$ cat src/rtl/tpu_sdp_ram.sv
// Simple-dual-port word RAM for TPU local buffers: byte-masked writes, registered
// zero-gated reads, selectable read-during-write, and a hardware clear sequencer.
module tpu_sdp_ram #(
   parameter int DATA_W   = 16,
   parameter int ADDR_W   = 8,
   parameter int RDW_MODE = 0
) (
   input  logic                  i_SCLK,
   input  logic                  i_RESETB,
   input  logic                  i_RAM_WEB,
   input  logic [DATA_W/8-1:0]   i_RAM_BEB,
   input  logic [ADDR_W-1:0]     i_RAM_WADDR,
   input  logic [DATA_W-1:0]     i_RAM_DATA,
   input  logic                  i_RAM_OEB,
   input  logic [ADDR_W-1:0]     i_RAM_RADDR,
   input  logic                  i_CLR,
   output logic [DATA_W-1:0]     o_RAM_DATA,
   output logic                  o_RAM_VALID,
   output logic                  o_BUSY,
   output logic                  o_ACC_ERR
);

   localparam int              DEPTH    = 1 << ADDR_W;
   localparam int              NB       = DATA_W / 8;
   localparam logic [ADDR_W:0] CNT_LAST = (ADDR_W + 1)'(DEPTH - 1);

   typedef enum logic {ST_CLEAR, ST_IDLE} state_t;

   state_t              state_q, state_d;
   logic [ADDR_W:0]     cnt_q;
   logic [DATA_W-1:0]   mem [DEPTH];
   logic                busy, wr_en, rd_en, rej;
   logic [DATA_W-1:0]   rd_word;

   function automatic logic [DATA_W-1:0] merge_bytes(input logic [DATA_W-1:0] old_w,
                                                     input logic [DATA_W-1:0] new_w,
                                                     input logic [NB-1:0]     beb);
      logic [DATA_W-1:0] m;
      m = old_w;
      for (int k = 0; k < NB; k++)
         if (!beb[k]) m[8*k +: 8] = new_w[8*k +: 8];
      return m;
   endfunction

   assign busy   = (state_q == ST_CLEAR);
   assign wr_en  = !busy && !i_RAM_WEB;
   assign rd_en  = !busy && !i_RAM_OEB;
   assign rej    = busy && (!i_RAM_WEB || !i_RAM_OEB);
   assign o_BUSY = busy;

   always_ff @(posedge i_SCLK or negedge i_RESETB) begin
      if (!i_RESETB) state_q <= ST_CLEAR;
      else           state_q <= state_d;
   end

   always_comb begin
      state_d = state_q;
      case (state_q)
         ST_CLEAR: if (cnt_q == CNT_LAST) state_d = ST_IDLE;
         ST_IDLE:  if (i_CLR)             state_d = ST_CLEAR;
         default:                         state_d = ST_CLEAR;
      endcase
   end

   // Counter is held at zero in IDLE so every clear pass starts from word 0.
   always_ff @(posedge i_SCLK or negedge i_RESETB) begin
      if (!i_RESETB)  cnt_q <= '0;
      else if (busy)  cnt_q <= cnt_q + 1'b1;
      else            cnt_q <= '0;
   end

   // Array has no reset; only the sequencer zeroes it.
   always_ff @(posedge i_SCLK) begin
      if (busy) begin
         mem[cnt_q[ADDR_W-1:0]] <= '0;
      end else if (wr_en) begin
         for (int k = 0; k < NB; k++)
            if (!i_RAM_BEB[k]) mem[i_RAM_WADDR][8*k +: 8] <= i_RAM_DATA[8*k +: 8];
      end
   end

   always_comb begin
      rd_word = mem[i_RAM_RADDR];
      if (RDW_MODE != 0 && wr_en && i_RAM_WADDR == i_RAM_RADDR)
         rd_word = merge_bytes(mem[i_RAM_RADDR], i_RAM_DATA, i_RAM_BEB);
   end

   always_ff @(posedge i_SCLK or negedge i_RESETB) begin
      if (!i_RESETB) begin
         o_RAM_DATA  <= '0;
         o_RAM_VALID <= 1'b0;
         o_ACC_ERR   <= 1'b0;
      end else begin
         o_RAM_DATA  <= rd_en ? rd_word : '0;
         o_RAM_VALID <= rd_en;
         o_ACC_ERR   <= rej;
      end
   end

endmodule

$ cat config.mk
export PLATFORM = sky130hd
export DESIGN_NAME = tpu_sdp_ram
export DESIGN_NICKNAME = d
export VERILOG_FILES = /design/src/rtl/tpu_sdp_ram.sv
export SDC_FILE = /design/constraint.sdc
export NUM_CORES = 2
export LEC_CHECK = 0
export ABC_CLOCK_PERIOD_IN_PS = 7370
export CAP_MARGIN = 5
export CORE_UTILIZATION = 48
export CTS_CLUSTER_SIZE = 12
export DETAILED_ROUTE_END_ITERATION = 12
export PLACE_DENSITY = 0.63
export SYNTH_ARGS = -nofsm -noshare
export SYNTH_HDL_FRONTEND = slang
export SYNTH_SLANG_ARGS = --single-unit
$ cat constraint.sdc
create_clock -name i_SCLK -period 7.37 [get_ports i_SCLK]
set_input_delay 1.1055 -clock i_SCLK [delete_from_list [all_inputs] [get_ports i_SCLK]]
set_output_delay 1.1055 -clock i_SCLK [all_outputs]
set_load 0.01 [all_outputs]
==> Word level (Yosys, flattened, before mapping) <==
Memories as Yosys holds them, arrays and structs flattened.
Index checks and enable logic that the tools add are counted.
{ "totals": {"latchBits": 0, "memories": 1, "reg_bits": 28, "ram_bits": 4096, "output_inout_bits": 19, "elab_cells": 33, "romBits": 0} }
{ "op_classes": {"mux": 17, "mul": 0, "n_bitwise": 1, "order_cmp": 0, "n_div": 0, "shift": 0, "n_eq_ne": 1, "reduce_logical": 7, "n_addsub": 1} }
{ "memory_table": {"columns": ["name", "words", "width", "read_ports", "rd_ports_with_merged_regs", "wr", "line_no", "rtl"], "rows": [
  ["mem", 256, 16, 1, 0, 1, "31", "logic [DATA_W-1:0] mem [DEPTH];"]
]} }
{ "op_table": {"columns": ["cell", "count"], "rows": [
  ["$mux 16", 2],
  ["$reduce_or 16->1", 1],
  ["$mux 1", 11],
  ["$add 9x1->9 const B", 1],
  ["$eq 9x8->1 const B", 1],
  ["$mux 9", 1],
  ["$mux 8", 1],
  ["$logic_and 1x1->1", 3],
  ["$logic_not 1->1", 2],
  ["$mux 2", 1],
  ["$pmux 1 s2", 1],
  ["$logic_or 1x1->1", 1],
  ["$not 1->1", 1]
]} }

==> Logic depth before layout (Yosys ltp) <==
{ "logic_depth": {"ltp_word": 7, "ltp_mapped": 12, "mapped_depth_nobuf": 7} }

==> Worst setup path after synthesis <==
No wires, ideal clock.
{ "synth_path": {"path_kind": "input port to flip-flop", "startpoint": "input port i_RAM_BEB[1]", "endpoint": "memory mem[0][10] (data pin)", "t_required_ns": 6.500, "path_stages": 5, "setup_time_ns": 0.870, "path_buffers": 3, "slack_ns": 1.248, "arrival_ns": 5.252, "path_cell_list": "a211oi_2 buf_2 clkbuf_2 clkbuf_1 and2_1"} }
{ "synth_via": {"elab_chain_len": 6} }
{ "synth_rtl": {"columns": ["element", "line_no", "rtl"], "rows": [
  ["from (decl)", "11", "input logic [DATA_W/8-1:0] i_RAM_BEB,"],
  ["$mux 1", "78", "if (!i_RAM_BEB[k]) mem[i_RAM_WADDR][8*k +: 8] <= i_RAM_DATA[8*k +: 8];"],
  ["$mux 1", "76", "end else if (wr_en) begin"],
  ["$mux 1", "74", "if (busy) begin"],
  ["$mux 1 (implied by the code)", "78", null],
  ["$reduce_or 16->1 (no source line)", null, null],
  ["$mux 16 (no source line)", null, null],
  ["to (decl)", "31", null]
]} }
Every way passes these cells.

==> Final worst setup path <==
{ "layout_path": {"startpoint": "register state_q", "endpoint": "memory mem[37][2] (enable)"} }
{ "layout_via": {"elab_chain_len": 6, "elab_cells_between_ends": 11, "classes_between": "9 x mux; 2 x reduce/logical"} }
{ "layout_rtl": {"columns": ["element", "line_no", "rtl"], "rows": [
  ["from (decl)", "29", "state_t state_q, state_d;"],
  ["from (signal assigned)", "53", "else state_q <= state_d;"],
  ["$logic_and 1x1->1", "46", "assign wr_en = !busy && !i_RAM_WEB;"],
  ["$mux 1", "76", null],
  ["$mux 1", "74", null],
  ["$mux 1 (implied by the code)", "78", null],
  ["$reduce_or 16->1 (no source line)", null, null],
  ["$mux 8 (no source line) or $mux 2 (tied branches)", null, null]
]} }
Several ways; a longest one is shown, not always the timed one.

==> out/qor.csv <==
metric,value,unit
skew final,41.5,ps
io pins,58,
grt ovf,0,
CP cell instances,inv_2 -> a211oi_4 -> buf_4 -> nand3b_1 -> o21ai_1 -> nand2_2 -> nor2_1,
worst-skew pair later-pin latency,930,ps
crit path DAT,5110,ps
Buf/Inv on CP,2,
switch share,22.9,%
Post CTS Setup Buffer Count,0,
Mapped Cells,7976,
slowest stage cell on the critical path,nor2_1,
CP Class,reg2reg,
Synth area leader,edfxtp_1,
worst hold path class,in2async,
status,"finished, final reports clean",
Fin Setup TNS,0,ps
Max Root-Sink Buffers,4,
MaxCap Viol Count,0,
GP Congestion,0.897,
area of the die,337000,sq um
H-Tree Depth,5,
Worst Tran Pin Value,1390,ps
crit path launch type,flip-flop,
highest clock rate,218,MHz
layout overhead on the synthesized area,10.4,%
vias per cell,6.46,
Pins Over Slew Limit,0,
Post-Syn Nets,8017,
number of antenna violations at the first check in global routing,22,
post-layout util,53.3,%
RSZ-0062 raised after global routing,false,
"Primary FF master, synth",edfxtp_1,
area of the multi-input gates,34000,sq um
Synth area leaders,"edfxtp_1, mux4_2, mux2i_1",
Total Wirelength,443000,um
largest net degree at the start of global routing,208,
PostCTS Resize Cnt,0,
synthesized flop and latch total,4124,
GRT Total Usage,26.0,%
Sequential Power Share,53.5,%
Commonest cells post-synth,"edfxtp_1, mux4_2, nor2_1",
top cell type's share of synthesized area,76.6,%
detailed-route via count,82563,
CTS tree,done,
vias in the first global route,81643,
CP top delay family,simple AND/OR/NAND/NOR gates,
clock sink count,4124,
DRC Markers,0,
headroom to the max-slew limit,7.45,%
number of synthesized flops with an enable pin,4096,
min Tclk post-route,4580,ps
Post-CTS Hold Buffers,0,
Final ANT Viol Nets,0,
fraction of registers with async set/reset,0.679,%
switching pwr,0.0111,W
Synth Area per Inst,20.1,sq um
Initial Utilization,48.2,%
DP HPWL,269000,um
layout cells sized above 1,17.4,%
Comb pwr share,7.0,%
first-pass GRT wire length,624000,um
Clock Power Share,39.5,%
maximum fanout along the worst path,34,
initial DRC count,11655,
P_leak,57.6,nW
Layout Nets,8166,
fillcell total,25440,
clock root cell,clkbuf_16,
P_int,0.0374,W
Max IR drop VDD,241,uV
CP Data Required Time,7900,ps
DR pass1 iterations,6,
final number of hold-violating endpoints,0,
Syn Std Cell Area,161000,sq um
register area,124000,sq um
CTS Buf Count,416,
fin crit share,62.1,%
FP Rows,212,
Worst-path clk slew,60,ps
final setup fails,0,
Chip Height,581,um
Critical Path End Type,flip-flop,
reg2reg setup slack,2790,ps
power per cell area,274,nW/um^2
"Seq/Total Area, Yosys",77.0,%
detailed-route wire length per cell,34.7,um
post-synthesis cell type count,71,
"Warnings, synthesis",0,
Port Buffer Count,57,
Die Wd,581,um
largest stage delay on the critical path,910,ps
"count leader, synth",edfxtp_1,
core area,333000,sq um
## flip-flops by register name, summed over array words and instances, names as in the netlist
register	count
o_RAM_VALID	1
cnt_q	9
o_RAM_DATA	16
o_ACC_ERR	1
mem	4096
state_q	1
## worst paths after layout
path	startpoint	endpoint	cells past startpoint
hold / removal	i_RESETB	o_RAM_DATA[7]	2
setup / recovery	state_q	mem[37][2]	7
hold reg to reg	cnt_q[8]	cnt_q[8]	3
min in group i_SCLK	cnt_q[8]	cnt_q[8]	3
setup reg to reg	state_q	mem[37][2]	7
max in group asynchronous	i_RESETB	o_RAM_VALID	2
## metrics by stage
stage | hold WS (ps) | power [W] | instance area, sq um | std cells | setup WS, ps
floorplan | 498 | 0.0282 | 161000 | 7976 | 1250
global placement | 547 | 0.0297 | 165000 | 12094 | 2020
detailed placement | 586 | 0.0298 | 165000 | 12094 | 2020
CTS | 284 | 0.0486 | 177000 | 12761 | 2930
global route | 297 | 0.0496 | 177000 | 12766 | 2560
finish | 323 | 0.0486 | 177000 | 12774 | 2790
## metal layers
metal  GRT usage, %  wire [um]  vias to the layer above  part of all wire (%)
met1           37.1     175000                    43694                    39
li1               -          -                    33297                     -
met3           5.40      44600                      857                    10
met2           39.6     204000                     4705                    46
met5              0         71                        -                 0.016
met4           10.6      20000                       10                   4.5
## final cells by class
type | instances | share of cell area [%]
Multi-Input combinational cell | 3356 | 19.1
Clock buffer | 542 | 6.23
Tap cell | 4387 | 3.09
Timing Repair Buffer | 222 | 1.31
Antenna cell | 13 | 0.0183
Clock inverter | 125 | 0.471
Sequential cell | 4124 | 69.7
Inverter | 5 | 0.0148
## cell families (layout without fill, tap and decap cells)
group / count (synthesis) / in the layout / share of synthesized area (%)
flip-flops: 4124 / 4124 / 77.0
multiplexers: 1301 / 1301 / 14.2
AND/OR/NAND/NOR: 1272 / 1272 / 3.47
AO/OA/AOI/OAI: 775 / 775 / 3.27
buffers and inverters: 496 / 894 / 1.95
XOR/XNOR: 6 / 6 / 0.0327
adder cells (fa/ha/maj): 2 / 2 / 0.0156
other: 0 / 13 / 0
## placed cells by master (no fill, tap or decap), types with 12 or more instances in the layout
master           Yosys  final
a211oi_1            36     36
a21oi_1             83     83
a22oi_1             97     97
a31oi_1             27     27
and2_4               0     17
buf_12              17     39
buf_4               54    126
clkbuf_1           221    118
clkbuf_16            0    424
clkdlybuf4s50_1      0     52
clkinv_1             1     76
clkinv_2             0     26
dfrtp_1             28     28
diode_2              0     13
edfxtp_1          4096   4096
mux2_2              14     14
mux2i_1            508    508
mux4_1              28     28
mux4_2             751    751
nand2_1            174    171
nand3_1            116    115
nand4_1             33     33
nor2_1             680    679
nor3_1             137    137
nor4_1              41     41
o2111ai_1           12     12
o21ai_0            115    115
o21ai_1             27     26
o221ai_1           144    144
o22ai_1            180    180
or4_1               12     12
## power groups by stage
stage	clock network [W]	logic (W)	registers (W)
6_report	0.0192	0.00340	0.0260
5_1_grt	0.0202	0.00344	0.0260
4_1_cts	0.0193	0.00333	0.0260
3_5_place_dp	0	0.00332	0.0265
3_3_place_gp	0	0.00331	0.0264
2_1_floorplan	0	0.00184	0.0264
(Power assumes the default switching activity.)
